**src/rtl/pad_io_ctrl_pkg.sv**
```systemverilog
// Shared constants for the single-pad controller: register map, attribute
// bit positions, drive-strength encodings and the break-before-make FSM states.
package pad_io_ctrl_pkg;

  localparam logic [1:0] ADDR_OUT  = 2'd0;
  localparam logic [1:0] ADDR_ATTR = 2'd1;
  localparam logic [1:0] ADDR_DBNC = 2'd2;
  localparam logic [1:0] ADDR_IRQ  = 2'd3;

  localparam int ATTR_INV = 0;
  localparam int ATTR_OD  = 1;
  localparam int ATTR_PD  = 2;
  localparam int ATTR_PU  = 3;
  localparam int ATTR_KP  = 4;
  localparam int ATTR_DRV = 5;

  localparam logic STRONG_DRIVE = 1'b0;
  localparam logic WEAK_DRIVE   = 1'b1;

  localparam int IRQ_RISE_EN  = 0;
  localparam int IRQ_FALL_EN  = 1;
  localparam int IRQ_RISE_CLR = 4;
  localparam int IRQ_FALL_CLR = 5;

  typedef enum logic [1:0] {
    ST_RUN    = 2'd0,
    ST_BLANK1 = 2'd1,
    ST_BLANK2 = 2'd2
  } blank_state_e;

endpackage

```
**src/rtl/pad_io_ctrl_debounce.sv**
```systemverilog
// Two-flop synchronizer followed by a run-length debounce filter; q_nxt_o is
// the level that q_o will take at the coming edge, used for same-edge edge detect.
module pad_debounce #(
  parameter int DbW     = 8,
  parameter int DbReset = 4
) (
  input  logic           clk_i,
  input  logic           rst_i,
  input  logic [DbW-1:0] thr_i,
  input  logic           clr_i,
  input  logic           d_i,
  output logic           q_o,
  output logic           q_nxt_o
);

  logic           s1_q, s1_d;
  logic           s2_q, s2_d;
  logic           lvl_q, lvl_d;
  logic [DbW-1:0] cnt_q, cnt_d;

  always_comb begin
    s1_d  = d_i;
    s2_d  = s1_q;
    lvl_d = lvl_q;
    cnt_d = cnt_q;
    if (clr_i) begin
      cnt_d = '0;
    end else if (s2_q == lvl_q) begin
      cnt_d = '0;
    end else if ((thr_i <= DbW'(1)) || (cnt_q == thr_i - DbW'(1))) begin
      // Input has disagreed with the level for thr_i consecutive samples.
      lvl_d = s2_q;
      cnt_d = '0;
    end else if (cnt_q != '1) begin
      cnt_d = cnt_q + DbW'(1);
    end
  end

  always_ff @(posedge clk_i) begin
    if (rst_i) begin
      s1_q  <= 1'b0;
      s2_q  <= 1'b0;
      lvl_q <= 1'b0;
      cnt_q <= '0;
    end else begin
      s1_q  <= s1_d;
      s2_q  <= s2_d;
      lvl_q <= lvl_d;
      cnt_q <= cnt_d;
    end
  end

  assign q_o     = lvl_q;
  assign q_nxt_o = lvl_d;

endmodule

```
**src/rtl/pad_io_ctrl.sv**
```systemverilog
// Core-side controller for one bidirectional pad: output/OE/attribute drive with
// break-before-make on attribute changes, debounced input and sticky edge interrupts.
module pad_io_ctrl
  import pad_io_ctrl_pkg::*;
#(
  parameter int AttrDw  = 6,
  parameter int DbW     = 8,
  parameter int DbReset = 4
) (
  input  logic              clk_i,
  input  logic              rst_i,
  input  logic              cfg_we_i,
  input  logic [1:0]        cfg_addr_i,
  input  logic [7:0]        cfg_wdata_i,
  output logic              pad_out_o,
  output logic              pad_oe_o,
  output logic [AttrDw-1:0] pad_attr_o,
  input  logic              pad_in_i,
  output logic              in_level_o,
  output logic              rise_o,
  output logic              fall_o,
  output logic              irq_o
);

  logic wr_out, wr_attr, wr_dbnc, wr_irq;

  assign wr_out  = cfg_we_i && (cfg_addr_i == ADDR_OUT);
  assign wr_attr = cfg_we_i && (cfg_addr_i == ADDR_ATTR);
  assign wr_dbnc = cfg_we_i && (cfg_addr_i == ADDR_DBNC);
  assign wr_irq  = cfg_we_i && (cfg_addr_i == ADDR_IRQ);

  logic              out_q, out_d;
  logic              oe_q, oe_d;
  logic [AttrDw-1:0] attr_q, attr_d;
  logic [AttrDw-1:0] attr_lat_q, attr_lat_d;
  blank_state_e      state_q, state_d;
  logic [DbW-1:0]    thr_q, thr_d;
  logic              rise_en_q, rise_en_d;
  logic              fall_en_q, fall_en_d;
  logic              rise_q, rise_d;
  logic              fall_q, fall_d;
  logic              irq_q, irq_d;
  logic              lvl, lvl_nxt;

  always_comb begin
    out_d = out_q;
    oe_d  = oe_q;
    if (wr_out) begin
      out_d = cfg_wdata_i[0];
      oe_d  = cfg_wdata_i[1];
    end
  end

  // Break-before-make: OE is held off across the cycle the attributes change.
  always_comb begin
    state_d    = state_q;
    attr_d     = attr_q;
    attr_lat_d = attr_lat_q;
    case (state_q)
      ST_RUN: begin
        if (wr_attr) begin
          attr_lat_d = AttrDw'(cfg_wdata_i);
          state_d    = ST_BLANK1;
        end
      end
      ST_BLANK1: begin
        attr_d  = attr_lat_q;
        state_d = ST_BLANK2;
        if (wr_attr) begin
          attr_lat_d = AttrDw'(cfg_wdata_i);
          state_d    = ST_BLANK1;
        end
      end
      ST_BLANK2: begin
        state_d = ST_RUN;
        if (wr_attr) begin
          attr_lat_d = AttrDw'(cfg_wdata_i);
          state_d    = ST_BLANK1;
        end
      end
      default: state_d = ST_RUN;
    endcase
  end

  always_comb begin
    thr_d     = thr_q;
    rise_en_d = rise_en_q;
    fall_en_d = fall_en_q;
    if (wr_dbnc) begin
      thr_d = DbW'(cfg_wdata_i);
    end
    if (wr_irq) begin
      rise_en_d = cfg_wdata_i[IRQ_RISE_EN];
      fall_en_d = cfg_wdata_i[IRQ_FALL_EN];
    end
  end

  // Clears are applied first so a simultaneous set wins.
  always_comb begin
    rise_d = rise_q;
    fall_d = fall_q;
    if (wr_irq && cfg_wdata_i[IRQ_RISE_CLR]) rise_d = 1'b0;
    if (wr_irq && cfg_wdata_i[IRQ_FALL_CLR]) fall_d = 1'b0;
    if (rise_en_q && !lvl && lvl_nxt) rise_d = 1'b1;
    if (fall_en_q && lvl && !lvl_nxt) fall_d = 1'b1;
    irq_d = rise_d | fall_d;
  end

  always_ff @(posedge clk_i) begin
    if (rst_i) begin
      out_q      <= 1'b0;
      oe_q       <= 1'b0;
      attr_q     <= '0;
      attr_lat_q <= '0;
      state_q    <= ST_RUN;
      thr_q      <= DbW'(DbReset);
      rise_en_q  <= 1'b0;
      fall_en_q  <= 1'b0;
      rise_q     <= 1'b0;
      fall_q     <= 1'b0;
      irq_q      <= 1'b0;
    end else begin
      out_q      <= out_d;
      oe_q       <= oe_d;
      attr_q     <= attr_d;
      attr_lat_q <= attr_lat_d;
      state_q    <= state_d;
      thr_q      <= thr_d;
      rise_en_q  <= rise_en_d;
      fall_en_q  <= fall_en_d;
      rise_q     <= rise_d;
      fall_q     <= fall_d;
      irq_q      <= irq_d;
    end
  end

  pad_debounce #(
    .DbW     (DbW),
    .DbReset (DbReset)
  ) u_debounce (
    .clk_i   (clk_i),
    .rst_i   (rst_i),
    .thr_i   (thr_q),
    .clr_i   (wr_dbnc),
    .d_i     (pad_in_i),
    .q_o     (lvl),
    .q_nxt_o (lvl_nxt)
  );

  assign pad_out_o  = out_q;
  assign pad_oe_o   = oe_q && (state_q == ST_RUN);
  assign pad_attr_o = attr_q;
  assign in_level_o = lvl;
  assign rise_o     = rise_q;
  assign fall_o     = fall_q;
  assign irq_o      = irq_q;

endmodule

```
**config.mk**
```make
export PLATFORM = sky130hd
export DESIGN_NAME = pad_io_ctrl
export DESIGN_NICKNAME = d
export VERILOG_FILES = /design/src/rtl/pad_io_ctrl_pkg.sv /design/src/rtl/pad_io_ctrl_debounce.sv /design/src/rtl/pad_io_ctrl.sv
export SDC_FILE = /design/constraint.sdc
export NUM_CORES = 1
export LEC_CHECK = 0
export ABC_AREA = 1
export CAP_MARGIN = 20
export CELL_PAD_IN_SITES_DETAIL_PLACEMENT = 2
export CELL_PAD_IN_SITES_GLOBAL_PLACEMENT = 2
export CORE_AREA = 2 2 81 83
export CTS_CLUSTER_DIAMETER = 100
export DETAILED_ROUTE_END_ITERATION = 10
export DIE_AREA = 0 0 83 85
export GPL_TIMING_DRIVEN = 0
export PLACE_DENSITY_LB_ADDON = 0.3
export SYNTH_ARGS = -nofsm -noshare
export SYNTH_HDL_FRONTEND = slang
export SYNTH_HIERARCHICAL = 1
export SYNTH_SLANG_ARGS = --single-unit
```
**constraint.sdc**
```tcl
create_clock -name clk_i -period 3.8 [get_ports clk_i]
set_input_delay 0.95 -clock clk_i [delete_from_list [all_inputs] [get_ports clk_i]]
set_output_delay 0.95 -clock clk_i [all_outputs]
set_load 0.1 [all_outputs]
```
=== Word-level counts from Yosys, hierarchy flattened ===
Index checks and enable logic that the tools add are counted.
Widths: inputs -> output; s select.

* Register bits after elaboration: 40
* Input bits: 14
* Output and inout port bits: 12
* Logic and storage cells: 58

* Add/sub/neg operators: 2
* Order comparisons: 1
* Eq/ne operators: 9
* Multiplexer cells: 11
* Bitwise logic cells: 1
* Reductions and logical operators: 19

{| class="wikitable"
|+ Operator list
! operator !! count
|-
| $logic_and 1x1->1 || 11
|-
| $add 8x1->8 const B || 1
|-
| $eq 8x8->1 || 1
|-
| $le 8x1->1 const B || 1
|-
| $mux 1 || 8
|-
| $ne 8x8->1 const B || 1
|-
| $sub 8x1->8 const B || 1
|-
| $eq 2x2->1 const B || 3
|-
| $pmux 2 s3 || 1
|-
| $eq 2x1->1 const B || 2
|-
| $logic_not 2->1 || 2
|-
| $mux 2 || 2
|-
| $reduce_or 4->1 || 1
|-
| $reduce_or 3->1 || 1
|-
| $logic_not 1->1 || 2
|-
| $ne 2x2->1 const B || 1
|-
| $reduce_and 2->1 || 1
|-
| $eq 1x1->1 || 1
|-
| $logic_or 1x1->1 || 1
|-
| $or 1x1->1 || 1
|}

=== Depth between registers and ports, before layout ===
Gate-level depths: netlist of run 1.

* Depth in word-level cells: 10
* Mapped depth: 21
* Gate-level depth less buffers: 21

=== Hierarchy ===
Netlist of run 1, hierarchy kept.

{| class="wikitable"
|+ Modules (own cells, without submodules)
! module !! times used !! cells each !! area each (µm²) !! seq. area each (µm²)
|-
| pad_io_ctrl || 1 || 150 || 1,137.3 || 580.6
|-
| pad_debounce || 1 || 131 || 848.3 || 220.2
|}

=== Least setup slack after synthesis of run 1 ===
No wires, ideal clock.

* Path kind: register to output
* Start point: register state_q[1]
* End point: output pad_oe_o
* Arrival: 1,646 ps
* Data required time: 2,850 ps
* Slack: 1,204 ps
* Stages on the path, launching flop included: 4
* Path buffers: 0
* Path through: dfxtp_1 inv_1 nand2_1 nor2_1

* Cells in the longest elaborated chain, start to end: 2

{| class="wikitable"
|+ RTL lines
! item !! RTL line !! source
|-
| from (decl) || pad_io_ctrl.sv:36 || <nowiki>blank_state_e state_q, state_d;</nowiki>
|-
| from (signal assigned) || pad_io_ctrl.sv:127 || <nowiki>state_q <= state_d;</nowiki>
|-
| $logic_not 2->1 || pad_io_ctrl.sv:151 || <nowiki>assign pad_oe_o = oe_q && (state_q == ST_RUN);</nowiki>
|-
| $logic_and 1x1->1 || pad_io_ctrl.sv:151 ||
|-
| to (decl) || pad_io_ctrl.sv:16 || <nowiki>output logic pad_oe_o,</nowiki>
|}

No other way between the ends.

=== Worst setup path in the final report of run 1 ===
Ends and elaborated chain as after synthesis.

==> flow_summary.toml, run 1 <==
[logic_synthesis]
synth.top_cell.area_share_pct = 40.3
synth_area_leaders = "dfxtp_1 40%, nor2_1 10%, nand2_1 10%"
synth-seq-area-share_pct = 40.3
synth_nets = 298
yosysTopAreaCell = "dfxtp_1"
synth_warnings = 6
yosys_register_bits = 40
synth_top_flop_cell = "dfxtp_1"
syn_area_mm2 = 0.00199
synth_edf_count = 0
synth_cell_types = 29
avgSynthCellArea_um2 = 7.07
async_reset_ff_share_pct = 0
syn-instance-count = 281

[power]
comb_power_share_pct = 15.1
switchingPower_w = 0.000281
power_leakage_nw = 1.08
power_frac_seq_pct = 46.4
pwr-share-clk_pct = 38.5
peakVddDrop_mv = 0.185
p_sw_share_pct = 29.2
p_int_w = 0.000681
power_density_mw_per_mm2 = 395

[drt]
dr.pass1.iters = 4
via_per_inst = 4.74
drt_iter0_markers = 42
avgRoutedWirePerCell_um = 14.0
finalWirelength_um = 5450
route.detailed.drc = 0
ant_nets = 0
num_vias = 1848

[cts]
clkSinkCount = 40
cts_root_buffer = "clkbuf_8"
cts_resized = 0
clk_pin_slew_worst_paths_ns = 0.09
post_cts_buffers = 0
cts_tree = "built"
cts_buffers = 5
clk_latency_ns = 0.30
clockBufferDepth = 2
htree_levels = 2
ctsHoldBuffers = 0

[layout]
diodes = 0
syn_to_final_growth_pct = 22.7
nets = 329
drive_gt1_share_pct = 12.1
final_cell_mix = "55 x nor2_1, 54 x nand2_1, 40 x dfxtp_1"
mostFrequentLayoutCell = "nor2_1"

[worst_hold_path]
worstHoldPathCells = 2
hold_class = "register to register"

[timing]
tns_ns = 0
slew_viol_final = 0
layout_min_cycle_time_ns = 2.89
setup_slack_ns = 0.915
post-route-period-util_pct = 75.9
final_hold_viol_count = 0
skew_ns = 0.00441
setup_viol = 0
fmax_mhz = 347
tightest_slew_ns = 0.967
maxSlewHeadroom_pct = 35.3
rsz0062_at_grt = "false"

[die]
core-area_mm2 = 0.00620
rows = 29
ios = 26
die_w_um = 83
start_util_pct = 32.0
die_h_um = 85
dieArea_mm2 = 0.00706

[setup_path]
max_stage_delay_ns = 1.13
crit_type = "register to output port"
cp_num_buf_inv = 2
cpMaxStageDelayCell = "clkdlybuf4s50_1"
path_depth = 4
crit_path_max_fanout = 2
worst_ep_required_time_ns = 2.85
critPathTopFamily = "buffers and inverters"
reg2reg_depth = 18
critPathLaunchType = "register"
crit_chain = "inv_1 > nand2_1 > nor2_1 > clkdlybuf4s50_1"
cp-end-kind = "output port"
arrival_ns = 1.94

[grt]
grt_pass1_vias = 2045
grt_max_degree = 15
grt_usage_pct = 16.8
antenna_found_initial = 0
overflow = 0
grt_pass1_wl_um = 9520

[run_status]
status = "finished, final reports clean"

[placement]
dp_hpwl_um = 4190
gp_congestion = 0.720
portBuffers = 24
dp_worst_setup_slack_ns = 1.03

[job]
cap_violations = 0
metrics by stage:
step	total power (W)	hold WS [ns]	instance area [um^2]	utilization, %	instances
after floorplan	0.000554	0.388	1990	-	281
after global placement	0.000595	0.391	2320	37.4	382
after detailed placement	0.000601	0.403	2320	37.4	382
after CTS	0.000975	0.417	2440	39.3	390
after global routing	0.00101	0.436	2440	39.3	390
final	0.000962	0.411	2440	39.3	390
final cells by class:
class / count / area [um^2]
Fill cell: 761 / 3770
Multi-Input combinational cell: 197 / 998
Sequential cell: 40 / 801
Timing Repair Buffer: 24 / 240
Inverter: 40 / 151
Tap cell: 77 / 96.3
Clock buffer: 5 / 68.8
Clock inverter: 3 / 46.3
Buffer: 4 / 35.0
worst reg2reg max path, delay by kind of cell, from the launching register on:
family,cells,cell delay (ns)
and+or+nand+nor,12,0.95
DFF,1,0.46
adders and majority gates,1,0.34
buffers and inverters,3,0.24
AOI/OAI and AO/OA,1,0.16
xor gates and xnor gates,1,0.13
cells by family (layout without fill, tap and decap cells):
logic type / count (synthesis) / after routing / synth area share [%]
adder cells (fa/ha/maj): 3 / 3 / 1.89
flip-flops: 40 / 40 / 40.3
XOR/XNOR: 10 / 10 / 4.41
AO/OA/AOI/OAI: 31 / 31 / 9.14
AND/OR/NAND/NOR: 153 / 153 / 34.8
buffers and inverters: 44 / 76 / 9.39
metal layers:
metal / vias to the layer above / GRT usage [%] / share of wire (%)
met5: - / 0 / 0
met3: 6 / 3.40 / 2.4
met4: 0 / 4.92 / 1.4
li1: 937 / - / -
met2: 22 / 30.4 / 51
met1: 883 / 20.2 / 45
registers in the layout, indices dropped and copies added, names as in the netlist:
| name | cells |
|---|---|
| thr_q | 8 |
| u_debounce/cnt_q | 8 |
| attr_lat_q | 6 |
| pad_attr_o | 6 |
| state_q | 2 |
| fall_en_q | 1 |
| fall_o | 1 |
| irq_o | 1 |
| oe_q | 1 |
| pad_out_o | 1 |
| rise_en_q | 1 |
| rise_o | 1 |
| u_debounce/q_o | 1 |
| u_debounce/s1_q | 1 |
| u_debounce/s2_q | 1 |
Yosys cell counts (2+ instances only):
cell,instances
o21ai_0,14
xnor2_1,3
nand4_1,2
nand2_1,54
nand2_2,10
o211ai_1,2
xor2_1,7
inv_1,38
nor3_2,2
dfxtp_1,40
a21oi_2,2
ha_1,3
nor2_1,55
o21ai_2,3
a21oi_1,8
nor3_1,2
nor2_4,3
nand3_1,20
nor2_2,3
path summary, 6_finish.rpt:
kind / slack [ns] / start / endpoint
worst max register to register: 1.46 / thr_q[0] / irq_o
worst min register to register: 0.41 / u_debounce/s1_q / u_debounce/s2_q
worst min-delay path: 0.41 / u_debounce/s1_q / u_debounce/s2_q
worst max-delay path: 0.91 / state_q[1] / pad_oe_o
power by group through the flow:
stage | sequential (W) | clock (W) | combinational [W]
final | 0.000446 | 0.000371 | 0.000145
after global routing | 0.000449 | 0.000396 | 0.000161
after CTS | 0.000447 | 0.000381 | 0.000148
after detailed placement | 0.000457 | 0 | 0.000144
after global placement | 0.000456 | 0 | 0.000139
after floorplan | 0.000479 | 0 | 0.0000748
Power figures use the tool's default switching activity.
==> inputs of run 2 (changes only) <==
--- a/config.mk
+++ b/config.mk
@@ -9,10 +9,10 @@
 export CAP_MARGIN = 20
 export CELL_PAD_IN_SITES_DETAIL_PLACEMENT = 2
 export CELL_PAD_IN_SITES_GLOBAL_PLACEMENT = 2
-export CORE_AREA = 2 2 81 83
+export CORE_AREA = 2 2 85 87
 export CTS_CLUSTER_DIAMETER = 100
 export DETAILED_ROUTE_END_ITERATION = 10
-export DIE_AREA = 0 0 83 85
+export DIE_AREA = 0 0 87 89
 export GPL_TIMING_DRIVEN = 0
 export PLACE_DENSITY_LB_ADDON = 0.3
 export SYNTH_ARGS = -nofsm -noshare
==> constraint.sdc (replaced) <==
create_clock -name clk_i -period 2.9 [get_ports clk_i]
set_input_delay 0.725 -clock clk_i [delete_from_list [all_inputs] [get_ports clk_i]]
set_output_delay 0.725 -clock clk_i [all_outputs]
set_load 0.1 [all_outputs]
==> run 2 against run 1 <==
Utilization fell by 2.9 points. First-iteration DRC count increased by 4.8%. Clock power increased by 30%. Final area up 0.41%. Largest cell class unchanged. Largest power group unchanged. Global-route usage is 1.8 points lower. Non-clock buffer count stayed put. Sequential power is 31% higher. Critical path depth is the same. Setup slack lost 0.66 ns. Sequential share of layout area down 0.13 points. Critical path type unchanged.
==> flow_summary.toml, run 2 (synthesis gave the netlist of run 1 again) <==
[run_status]
status = "finished, final reports clean"

[timing]
final_hold_viol_count = 0
fmax_mhz = 377
rsz0062_at_grt = "false"
layout_min_cycle_time_ns = 2.65
setup_viol = 0
post-route-period-util_pct = 91.4
tns_ns = 0
tightest_slew_ns = 0.981
slew_viol_final = 0
skew_ns = 0.00391
maxSlewHeadroom_pct = 34.4

[cts]
cts_root_buffer = "clkbuf_8"
cts_buffers = 5
clk_pin_slew_worst_paths_ns = 0.08
cts_resized = 0
post_cts_buffers = 0
cts_tree = "built"
clockBufferDepth = 2
ctsHoldBuffers = 0
htree_levels = 2
clkSinkCount = 40
clk_latency_ns = 0.29

[grt]
grt_max_degree = 14
antenna_found_initial = 0
grt_pass1_wl_um = 8960
grt_pass1_vias = 1910
grt_usage_pct = 15.0
overflow = 0

[layout]
top_regs = "thr_q x8, u_debounce/cnt_q x8"
diodes = 0
fin_util_pct = 36.4
nets = 329
final_cell_mix = "55 x nor2_1, 54 x nand2_1, 40 x dfxtp_1"
syn_to_final_growth_pct = 23.3
mostFrequentLayoutCell = "nor2_1"
drive_gt1_share_pct = 12.1

[power]
switchingPower_w = 0.000340
comb_power_share_pct = 14.9
finalPower_w = 0.00125
peakVddDrop_mv = 0.267
pwr-share-clk_pct = 38.5
power_density_mw_per_mm2 = 512
p_int_w = 0.000914
p_sw_share_pct = 27.1
power_leakage_nw = 1.09
power_frac_seq_pct = 46.6

[job]
cap_violations = 0

[drt]
route.detailed.drc = 0
ant_nets = 0
avgRoutedWirePerCell_um = 13.0
num_vias = 1826
via_per_inst = 4.65
dr.pass1.iters = 4
finalWirelength_um = 5130
drt_iter0_markers = 44

[placement]
gp_congestion = 0.707
dp_hpwl_um = 4130
portBuffers = 24

[setup_path]
reg2reg_depth = 20
arrival_ns = 1.92
cp-end-kind = "output port"
crit_path_max_fanout = 2
critPathLaunchType = "register"
crit_type = "register to output port"
worstReg2RegStart = "thr_q[0]"
r2r-end = "irq_o"
startpoint = "state_q[1]"
worst_ep_required_time_ns = 2.17
worstSetupEndpoint = "pad_oe_o"
r2r_slack_ns = 0.57

[die]
die_w_um = 87
rows = 30
ios = 26
core-area_mm2 = 0.00672
start_util_pct = 29.6
dieArea_mm2 = 0.00774
die_h_um = 89

[worst_hold_path]
hold_class = "register to register"
-- run 2: area by class of cell --
| cell class | instances | area, um^2 |
|---|---|---|
| Buffer | 4 | 35.0 |
| Clock buffer | 6 | 82.6 |
| Clock inverter | 2 | 38.8 |
| Fill cell | 815 | 4270 |
| Inverter | 40 | 151 |
| Multi-Input combinational cell | 197 | 998 |
| Sequential cell | 40 | 801 |
| Tap cell | 80 | 100 |
| Timing Repair Buffer | 24 | 240 |
-- run 2: power by group through the flow --
stage | combinational [W] | sequential, W | clock [W]
global placement | 0.000183 | 0.000597 | 0
detailed placement | 0.000189 | 0.000598 | 0
floorplan | 0.0000980 | 0.000627 | 0
CTS | 0.000191 | 0.000585 | 0.000504
finish | 0.000187 | 0.000585 | 0.000483
global route | 0.000211 | 0.000588 | 0.000526
-- run 2: worst min-delay path by stage --
stage               startpoint              end  slack [ns]  cells past startpoint
6_report       u_debounce/s1_q  u_debounce/s2_q        0.41                      2
5_1_grt        u_debounce/s1_q  u_debounce/s2_q        0.43                      2
4_1_cts        u_debounce/s1_q  u_debounce/s2_q        0.41                      2
3_5_place_dp   u_debounce/s1_q  u_debounce/s2_q        0.40                      2
3_3_place_gp   u_debounce/s1_q  u_debounce/s2_q        0.39                      2
2_1_floorplan  u_debounce/s1_q  u_debounce/s2_q        0.39                      2
-- run 2: critical path: stages, from the launching register on --
cell,delay (ns)
dfxtp_1,0.32
inv_1,0.06
nand2_1,0.05
nor2_1,0.08
clkdlybuf4s50_1,1.13
-- run 2: stage by stage --
| step | setup slack [ns] | area [um^2] | instances | hold slack, ns |
|---|---|---|---|---|
| 2_1_floorplan | 0.529 | 1990 | 281 | 0.388 |
| 3_3_place_gp | 0.412 | 2330 | 385 | 0.390 |
| 3_5_place_dp | 0.355 | 2330 | 385 | 0.399 |
| 4_1_cts | 0.230 | 2450 | 393 | 0.413 |
| 5_1_grt | 0.166 | 2450 | 393 | 0.434 |
| 6_report | 0.251 | 2450 | 393 | 0.414 |
-- run 2: metal layers --
metal,part of all wire (%),vias to the layer above,GRT usage [%]
met5,0,-,0
met4,0.96,0,3.41
met3,2.7,4,3.42
met2,48,23,25.8
met1,48,865,19.1
li1,-,934,-
